===== src/rtl/mux_sel_pkg.sv =====
// mux_sel_pkg: shared state encoding, sizes and one-hot helper for the mux select arbiter.
package mux_sel_pkg;
  typedef enum logic {IDLE = 1'b0, GRANT = 1'b1} state_t;
  localparam int N_SRC = 4;
  localparam int SEL_W = 2;
  function automatic logic [N_SRC-1:0] onehot4(input logic [SEL_W-1:0] sel);
    return 4'b0001 << sel;
  endfunction
endpackage


===== src/rtl/rr_pick4.sv =====
// rr_pick4: round-robin search over four requests starting just after the last-grant pointer.
module rr_pick4
  import mux_sel_pkg::*;
(
  input  logic [N_SRC-1:0] req_i,
  input  logic [SEL_W-1:0] ptr_i,
  output logic [SEL_W-1:0] k_o,
  output logic             found_o
);
  // Scan farthest-first so the nearest asserted request overwrites and wins.
  always_comb begin
    k_o = '0;
    for (int i = N_SRC; i >= 1; i--)
      if (req_i[ptr_i + SEL_W'(i)]) k_o = ptr_i + SEL_W'(i);
  end
  assign found_o = |req_i;
endmodule


===== src/rtl/mux_sel_arbiter.sv =====
// mux_sel_arbiter: round-robin arbiter driving the 4-to-1 mux select, with dwell-limited grants
// and a one-cycle done pulse when each grant ends.
module mux_sel_arbiter
  import mux_sel_pkg::*;
#(
  parameter int DWELL_W = 4
) (
  input  logic               clk,
  input  logic               rst_n,
  input  logic [N_SRC-1:0]   req_i,
  input  logic [DWELL_W-1:0] dwell_i,
  input  logic               release_i,
  output logic [SEL_W-1:0]   sel_o,
  output logic [N_SRC-1:0]   gnt_o,
  output logic               busy_o,
  output logic               done_o
);
  state_t             state_q, state_d;
  logic [SEL_W-1:0]   ptr_q, ptr_d, sel_q, sel_d, k;
  logic [N_SRC-1:0]   gnt_q, gnt_d;
  logic [DWELL_W-1:0] cnt_q, cnt_d;
  logic               done_q, done_d, found, fin;

  rr_pick4 u_pick (.req_i(req_i), .ptr_i(ptr_q), .k_o(k), .found_o(found));

  assign fin = cnt_q == DWELL_W'(1) || release_i || !req_i[sel_q];

  always_comb begin
    state_d = state_q;
    ptr_d   = ptr_q;
    sel_d   = sel_q;
    gnt_d   = gnt_q;
    cnt_d   = cnt_q;
    done_d  = 1'b0;
    if (state_q == IDLE) begin
      if (found) begin
        state_d = GRANT;
        ptr_d   = k;
        sel_d   = k;
        gnt_d   = onehot4(k);
        cnt_d   = dwell_i == '0 ? DWELL_W'(1) : dwell_i;
      end
    end else begin
      cnt_d = cnt_q - DWELL_W'(1);
      if (fin) begin
        state_d = IDLE;
        gnt_d   = '0;
        done_d  = 1'b1;
      end
    end
  end

  always_ff @(posedge clk) begin
    if (!rst_n) begin
      state_q <= IDLE;
      ptr_q   <= SEL_W'(N_SRC - 1);
      sel_q   <= '0;
      gnt_q   <= '0;
      cnt_q   <= '0;
      done_q  <= 1'b0;
    end else begin
      state_q <= state_d;
      ptr_q   <= ptr_d;
      sel_q   <= sel_d;
      gnt_q   <= gnt_d;
      cnt_q   <= cnt_d;
      done_q  <= done_d;
    end
  end

  assign sel_o  = sel_q;
  assign gnt_o  = gnt_q;
  assign busy_o = |gnt_q;
  assign done_o = done_q;
endmodule


===== config.mk =====
export PLATFORM = sky130hd
export DESIGN_NAME = mux_sel_arbiter
export DESIGN_NICKNAME = d
export VERILOG_FILES = /design/src/rtl/mux_sel_pkg.sv /design/src/rtl/rr_pick4.sv /design/src/rtl/mux_sel_arbiter.sv
export SDC_FILE = /design/constraint.sdc
export NUM_CORES = 1
export LEC_CHECK = 0
export BUFFER_PORTS_ARGS = -buffer_cell sky130_fd_sc_hd__buf_4
export CORE_MARGIN = 2
export CORE_UTILIZATION = 54
export CTS_CLUSTER_SIZE = 20
export DETAILED_ROUTE_END_ITERATION = 10
export GPL_ROUTABILITY_DRIVEN = 0
export PLACE_DENSITY = 0.84
export SYNTH_ARGS = -nofsm -noshare
export SYNTH_HDL_FRONTEND = slang
export SYNTH_SLANG_ARGS = --single-unit

===== constraint.sdc =====
create_clock -name clk -period 2.6 [get_ports clk]
set_input_delay 0.13 -clock clk [delete_from_list [all_inputs] [get_ports clk]]
set_output_delay 0.13 -clock clk [all_outputs]
set_load 0.01 [all_outputs]

==> results of run 1 <==
[layout by cell type (no fill, tap or decap), types with 2 or more instances in the layout]
master | synthesis | routed
nor2b_1 | 2 | 2
clkbuf_4 | 0 | 3
dfxtp_1 | 14 | 14
buf_4 | 0 | 18
nor3_1 | 3 | 3
nand2_1 | 5 | 5
inv_1 | 4 | 4
or2_2 | 2 | 2
a21oi_1 | 3 | 3
o21ai_0 | 5 | 5
a32o_1 | 5 | 5
nor2_1 | 7 | 7
a21boi_0 | 4 | 4
ha_1 | 2 | 2
nand3_1 | 2 | 2
or2b_1 | 2 | 2
and2_1 | 3 | 3
[final timing paths]
check	from	endpoint	cells past startpoint
max reg2reg	sel_o[0]$_SDFFE_PN0P_	gnt_o[3]$_SDFFE_PN0P_	3
min reg2reg	gnt_o[1]$_SDFFE_PN0P_	gnt_o[1]$_SDFFE_PN0P_	1
max	sel_o[0]$_SDFFE_PN0P_	gnt_o[3]$_SDFFE_PN0P_	3
min	rst_n	ptr_q[1]$_SDFFE_PN1P_	2
[area by class of cell]
class | count | area (sq um) | share of cell area, %
Multi-Input combinational cell | 61 | 454.2 | 48.34
Clock buffer | 4 | 36.28 | 3.862
Inverter | 4 | 15.01 | 1.598
Sequential cell | 14 | 280.3 | 29.83
Tap cell | 15 | 18.77 | 1.997
Timing Repair Buffer | 18 | 135.1 | 14.38
[registers in the layout (all words and copies together) (netlist names)]
register / flops
cnt_q: 4
gnt_o: 4
ptr_q: 2
sel_o: 2
done_o: 1
state_q: 1
[routing by layer]
| layer | share of wire [%] | routed length, um | vias up | global-route usage [%] |
|---|---|---|---|---|
| met5 | 0 | 0 | - | 0 |
| met4 | 1.7 | 29 | 0 | 10.32 |
| met3 | 7.2 | 125 | 6 | 3.478 |
| met2 | 49 | 848 | 33 | 39.06 |
| met1 | 42 | 737 | 307 | 27.30 |
| li1 | - | - | 341 | - |
[cell families after synthesis]
logic type,count (synthesis),synth area share [%]
compound gates,26,28.76
mux,2,4.462
flops,14,37.02
simple gates,31,23.47
buf+inv,6,2.975
fa+ha+maj,2,3.305
[power groups by stage]
stage               clock, mW  sequential (mW)  combinational, mW
global route            0.169            0.269              0.163
finish                  0.160            0.265              0.147
global placement            0            0.268              0.143
CTS                     0.161            0.265              0.148
detailed placement          0            0.269              0.146
floorplan                   0            0.265             0.0916
==> reports/qor.csv, run 1 <==
metric;value;unit
grt_remaining_overflow;0;
relSlewSlack;69.59;%
slew_violations;0;
p_sw_share;30.18;%
postRouteAntennaNets;0;
drive_gt1_share;30.69;%
clockRootBuffer;clkbuf_4;
finalSetupViolations;0;
p_clk_share;28.0;%
first_pass_iters;6;
syn_to_final_growth;24.13;%
cts_setup_buffers;0;
grt_pass1_wl;3036;um
core;0.001301;sq mm
cp_cell_sequence;mux4_2 > a32o_1 > a32o_1;
hold_viol;0;
setup.worst_path.end_class;register;
grt_usage;22.62;%
wirelength;1741;um
post-route-period-util;59.37;%
clkTransAtPathRegs;90;ps
crit_slowest_cell;mux4_2;
fin_ws;1056;ps
tns;0;ps
ys_top_cells_by_area;dfxtp_1 (37%), a32o_1 (6.6%), a21boi_0 (4.0%);
grt_max_degree;14;
p_comb_share;25.7;%
antenna_cells;0;
synth_most_common_cell;dfxtp_1;
fin_cells;116;
layout_min_cycle_time;1544;ps
final_util;72.21;%
vias_per_cell;5.922;
wire_per_inst;15.01;um
dp_cells;112;
syn_nets;94;
cp_top_family;multiplexers;
antenna_found_initial;0;
cts_resized;0;
outcome;finished, final reports clean;
ctsHoldBuffers;0;
synth_top_area_share;37.02;%
critPathKind;reg -> reg;
die_area;0.001717;sq mm
crit_top_cell;a32o_1;
leakage;0.3961;nW
start_util;58.17;%
cts_buffer_depth;2;
finClkSkew;3.613;ps
die_height;41.44;um
drc;0;
cts_tree;done;
clk_latency;280;ps
dieWidth;41.44;um
fill_cells;105;
drv_cap;0;
arrival;1720;ps
preCtsSetupSlack;1106;ps
ys.flop_type;dfxtp_1;
place_hpwl;1252;um
seq_area_frac_synth;37.02;%
hold_slack;109.1;ps
synth_top_cell_by_area;dfxtp_1;
drtIter0Drc;15;
critPathBufInv;0;
port_buffers;18;
synth_seq_cells;14;
vias;687;
place_area;903.4;sq um
ys_async_sr_fraction;0;%
r2r_setup_slack;1060;ps
cp_slowest_stage_delay;550;ps
yosysUniqueCellTypes;32;
synth_common_cells;dfxtp_1 (14), nor2_1 (7), a32o_1 (5), nand2_1 (5), o21ai_0 (5);
cts_buffers;3;
fin_area;939.7;sq um
max_slew.worst_pin.slew;455.5;ps
p_int;0.4000;mW
avgSynthCellArea;9.345;sq um
startpoint_type;register;
fmax;647.9;MHz
syn-cell-area;757.0;sq um
ir_drop;0.4028;mV
cts.sinks;14;
grt_setup_unrepaired;no;
yosys_warnings;0;
nets;115;
hold_class;in -> reg;
p_sw;0.1729;mW
cp_max_fo;4;
h-tree-depth;1;
crit_required;2780;ps
p_per_area;609.7;mW/mm^2
grt_pass1_vias;667;
io_pins;19;
synth-edff-count;0;
total_power;0.5729;mW
rows;13;
pwr-share-seq;46.3;%
synthCells;81;
Note: power is estimated with default switching activity, not from simulation.
==> run 2: changes to the inputs <==
Settings changed: CORE_UTILIZATION 54 to 45, PLACE_DENSITY 0.84 to 0.75.
Clock period 2.6 ns to 1.4 ns, I/O delays scaled along.
==> run 2 against run 1 <==
  * The run now ends with negative setup slack left
  * Utilization fell by 7.9 points
  * Global-route usage shrank 3.3 points
  * Non-clock buffer count is 6 higher
  * Register-to-register slack worse by 1100 ps
  * Critical path type unchanged
  * Largest power group unchanged
  * Highest routed layer unchanged
==> reports/qor.csv, run 2 (synthesis results as in run 1) <==
metric;value;unit
relSlewSlack;74.35;%
start_util;49.11;%
wirelength;1676;um
cp_slowest_stage_delay;510;ps
cts_tree;done;
drc;0;
wire_per_inst;13.63;um
place_hpwl;1282;um
cp_top_family;multiplexers;
grt_remaining_overflow;0;
ir_drop;0.8134;mV
worstRegToRegCells;3;
fin_cells;123;
tns;-177.7;ps
drv_cap;0;
dp_cells;118;
h-tree-depth;1;
post-route-period-util;103.4;%
cp_max_fo;4;
startpoint_type;register;
drive_gt1_share;38.32;%
grt_pass1_wl;2870;um
critPathKind;reg -> reg;
crit_slowest_cell;mux4_2;
arrival;1620;ps
fmax;690.8;MHz
failed_checks;negative setup slack;
final_util;64.29;%
dieWidth;45.02;um
clkTransAtPathRegs;90;ps
antenna_cells;0;
grt_pass1_vias;629;
finClkSkew;6.034;ps
die_area;0.002026;sq mm
hold_class;in -> reg;
cts_buffers;3;
die_height;45.02;um
slew_violations;0;
layout_min_cycle_time;1448;ps
multi_input_area;455.4;sq um
port_buffers;18;
leakage;0.4328;nW
syn_to_final_growth;30.91;%
crit_required;1580;ps
finalSetupViolations;4;
grt_max_degree;14;
worstHoldPathCells;2;
p_per_area;1094;mW/mm^2
final_common_cell;buf_4;
nets;121;
critPathBufInv;0;
cts_buffer_depth;2;
vias;698;
cts.sinks;14;
cp_cell_sequence;mux4_2 > a32o_2 > a32o_1;
rows;14;
antenna_found_initial;0;
seqCellArea;284.0;sq um
io_pins;19;
setup.worst_path.end_class;register;
mostFrequentLayoutCells;buf_4 (24), dfxtp_1 (11), nor2_1 (7);
outcome;finished, violations left;
crit_cells;3;
preCtsSetupSlack;-46.76;ps
hold_slack;59.73;ps
first_pass_iters;4;
grt_setup_unrepaired;yes;
postRouteAntennaNets;0;
drtIter0Drc;10;
max_slew.worst_pin.slew;384.7;ps
grt_usage;19.34;%
vias_per_cell;5.675;
core;0.001541;sq mm
clk_latency;280;ps
clockRootBuffer;clkbuf_4;
fill_cells;143;
fin_ws;-47.59;ps
hold_viol;0;
[run 2: cell types whose count changed in the layout (fill, tap and decap cells not counted)]
cell and delta:
buf_4 +6, dfxtp_1 -3, dfxtp_2 +3, a32o_1 -1, a32o_2 +1, o21ai_0 -1
o21ai_1 +1
[run 2: path summary, 6_finish.rpt]
check | from | endpoint | slack, ps
hold reg to reg | gnt_o[3]$_SDFFE_PN0P_ | gnt_o[3]$_SDFFE_PN0P_ | 500
setup / recovery | sel_o[0]$_SDFFE_PN0P_ | gnt_o[3]$_SDFFE_PN0P_ | -50
hold / removal | rst_n | ptr_q[1]$_SDFFE_PN1P_ | 60
setup reg to reg | sel_o[0]$_SDFFE_PN0P_ | gnt_o[3]$_SDFFE_PN0P_ | -50
[run 2: power breakdown]
group / internal (mW) / switching (mW)
registers: 0.444 / 0.0388
clock network: 0.158 / 0.131
logic: 0.167 / 0.146
total: 0.769 / 0.315
[run 2: worst reg2reg max path: cells and delay by family, from the launching register on]
family	cells	cell delay [ps]
DFF	1	350
AOI/OAI and AO/OA	2	500
muxes	1	510
[run 2: metal layers]
metal	wire [um]	share of wire, %	track usage [%]
met1	808	48	26.75
met5	0	0	0
met2	747	45	28.00
met4	11	0.66	5.882
met3	109	6.5	7.200
[run 2: stage by stage]
step           cell area, sq um  power [mW]
2_1_floorplan             758.2      0.6633
3_3_place_gp              943.4      0.7861
3_5_place_dp              943.4      0.7938
4_1_cts                   988.4       1.089
5_1_grt                   991.0       1.154
6_report                  991.0       1.084
[run 2: area by class of cell]
cell class,count,area share (%)
Inverter,4,1.515
Tap cell,16,2.020
Sequential cell,14,28.66
Multi-Input combinational cell,61,45.96
Clock buffer,4,3.662
Timing Repair Buffer,24,18.18
[run 2: timing repair]
item                                    CTS  global route
hold buffers                              0             0
endpoints found under the setup margin    4             6
setup buffers                             1             0
resized for setup                         1             3
pin swaps                                 0             3
==> run 3: changes to the inputs <==
Settings changed: CORE_UTILIZATION 45 to 50, PLACE_DENSITY 0.75 to 0.79.
Clock period 1.4 ns to 1.6 ns, I/O delays scaled along.
==> run 3 against run 2 <==
  * The run now ends clean
  * Count of clock-buffer cells in the layout unchanged
  * Setup slack improved by 120 ps
  * Power decreased by 14%
==> reports/qor.csv, run 3 (synthesis results as in run 1) <==
metric;value;unit
wire_per_inst;13.83;um
layout_min_cycle_time;1525;ps
nets;116;
critPathKind;reg -> reg;
fmax;655.7;MHz
crit_top_cell;a32o_1;
postRouteAntennaNets;0;
grt_remaining_overflow;0;
grt_pass1_vias;654;
grt_max_degree;14;
port_buffers;18;
io_pins;19;
p_per_area;984.5;mW/mm^2
drtIter0Drc;19;
antenna_cells;0;
outcome;finished, final reports clean;
cp_max_fo;4;
cts.sinks;14;
final_util;65.23;%
fin_area;948.4;sq um
drive_gt1_share;31.37;%
hold_class;in -> reg;
multi_input_area;454.2;sq um
place_hpwl;1234;um
start_util;52.07;%
finalSetupViolations;0;
syn_to_final_growth;25.29;%
drc;0;
total_power;0.9337;mW
clkTransAtPathRegs;90;ps
dieWidth;42.91;um
clockRootBuffer;clkbuf_4;
relSlewSlack;73.40;%
cts_setup_buffers;0;
cts_resized;0;
leakage;0.4011;nW
seqCellArea;280.3;sq um
drv_cap;0;
vias_per_cell;5.932;
cts_buffers;3;
arrival;1700;ps
finClkSkew;5.010;ps
ctsHoldBuffers;0;
startpoint_type;register;
ir_drop;0.5399;mV
core;0.001454;sq mm
tns;0;ps
post-route-period-util;95.32;%
slew_violations;0;
crit_required;1780;ps
setup.worst_path.end_class;register;
cts_buffer_depth;2;
wirelength;1632;um
die_area;0.001841;sq mm
grt_pass1_wl;2870;um
cp_slowest_stage_delay;540;ps
hold_slack;58.12;ps
place_area;912.1;sq um
mostFrequentLayoutCells;buf_4 (19), dfxtp_1 (14), nor2_1 (7);
final_common_cell;buf_4;
max_slew.worst_pin.slew;399.0;ps
vias;700;
crit_slowest_cell;mux4_2;
cts_tree;done;
grt_setup_unrepaired;no;
clk_latency;280;ps
antenna_found_initial;0;
h-tree-depth;1;
die_height;42.91;um
hold_viol;0;
grt_usage;20.90;%
cp_cell_sequence;mux4_2 > a32o_1 > a32o_1;
rows;14;
fill_cells;123;
first_pass_iters;4;
## run 3: changes by cell type in the layout (fill, tap and decap cells not counted)
cell     previous run  this run
buf_4              24        19
o21ai_0             4         5
a32o_2              1         0
dfxtp_1            11        14
o21ai_1             2         1
a32o_1              4         5
dfxtp_2             3         0
## run 3: worst max-delay path: cells and delay by family (launching register included)
kind               cells  cell delay, ps
AOI/OAI and AO/OA      2             500
DFF                    1             380
muxes                  1             540
## run 3: stage by stage
step	setup slack, ps	instances
global route	7.258	118
detailed placement	95.96	114
floorplan	104.1	81
CTS	73.66	118
finish	74.95	118
global placement	133.3	114
## run 3: path summary, 6_finish.rpt
kind	from	end	slack [ps]	cells after the start
setup / recovery	sel_o[0]$_SDFFE_PN0P_	gnt_o[1]$_SDFFE_PN0P_	70	3
hold / removal	rst_n	ptr_q[1]$_SDFFE_PN1P_	60	2
setup reg to reg	sel_o[0]$_SDFFE_PN0P_	gnt_o[1]$_SDFFE_PN0P_	70	3
hold reg to reg	gnt_o[2]$_SDFFE_PN0P_	gnt_o[2]$_SDFFE_PN0P_	490	1
## run 3: final cells by class
type                            instances  area share, %
Clock buffer                            4          3.826
Sequential cell                        14          29.55
Tap cell                               16          2.111
Multi-Input combinational cell         61          47.89
Timing Repair Buffer                   19          15.04
Inverter                                4          1.583
## run 3: report_power, final
group | switching (mW) | internal, mW | total, mW | leakage, nW
Sequential | 0.0404 | 0.387 | 0.427 | 0.116
Clock | 0.125 | 0.138 | 0.263 | 0.0210
Combinational | 0.115 | 0.128 | 0.244 | 0.264
Total | 0.280 | 0.653 | 0.934 | 0.401
## run 3: per-layer routing
| metal | share of wire [%] | vias up | track usage [%] |
|---|---|---|---|
| li1 | - | 342 | - |
| met2 | 50 | 18 | 33.03 |
| met5 | 0 | - | 0 |
| met3 | 4.9 | 4 | 4.681 |
| met4 | 1.5 | 0 | 11.88 |
| met1 | 44 | 336 | 25.86 |
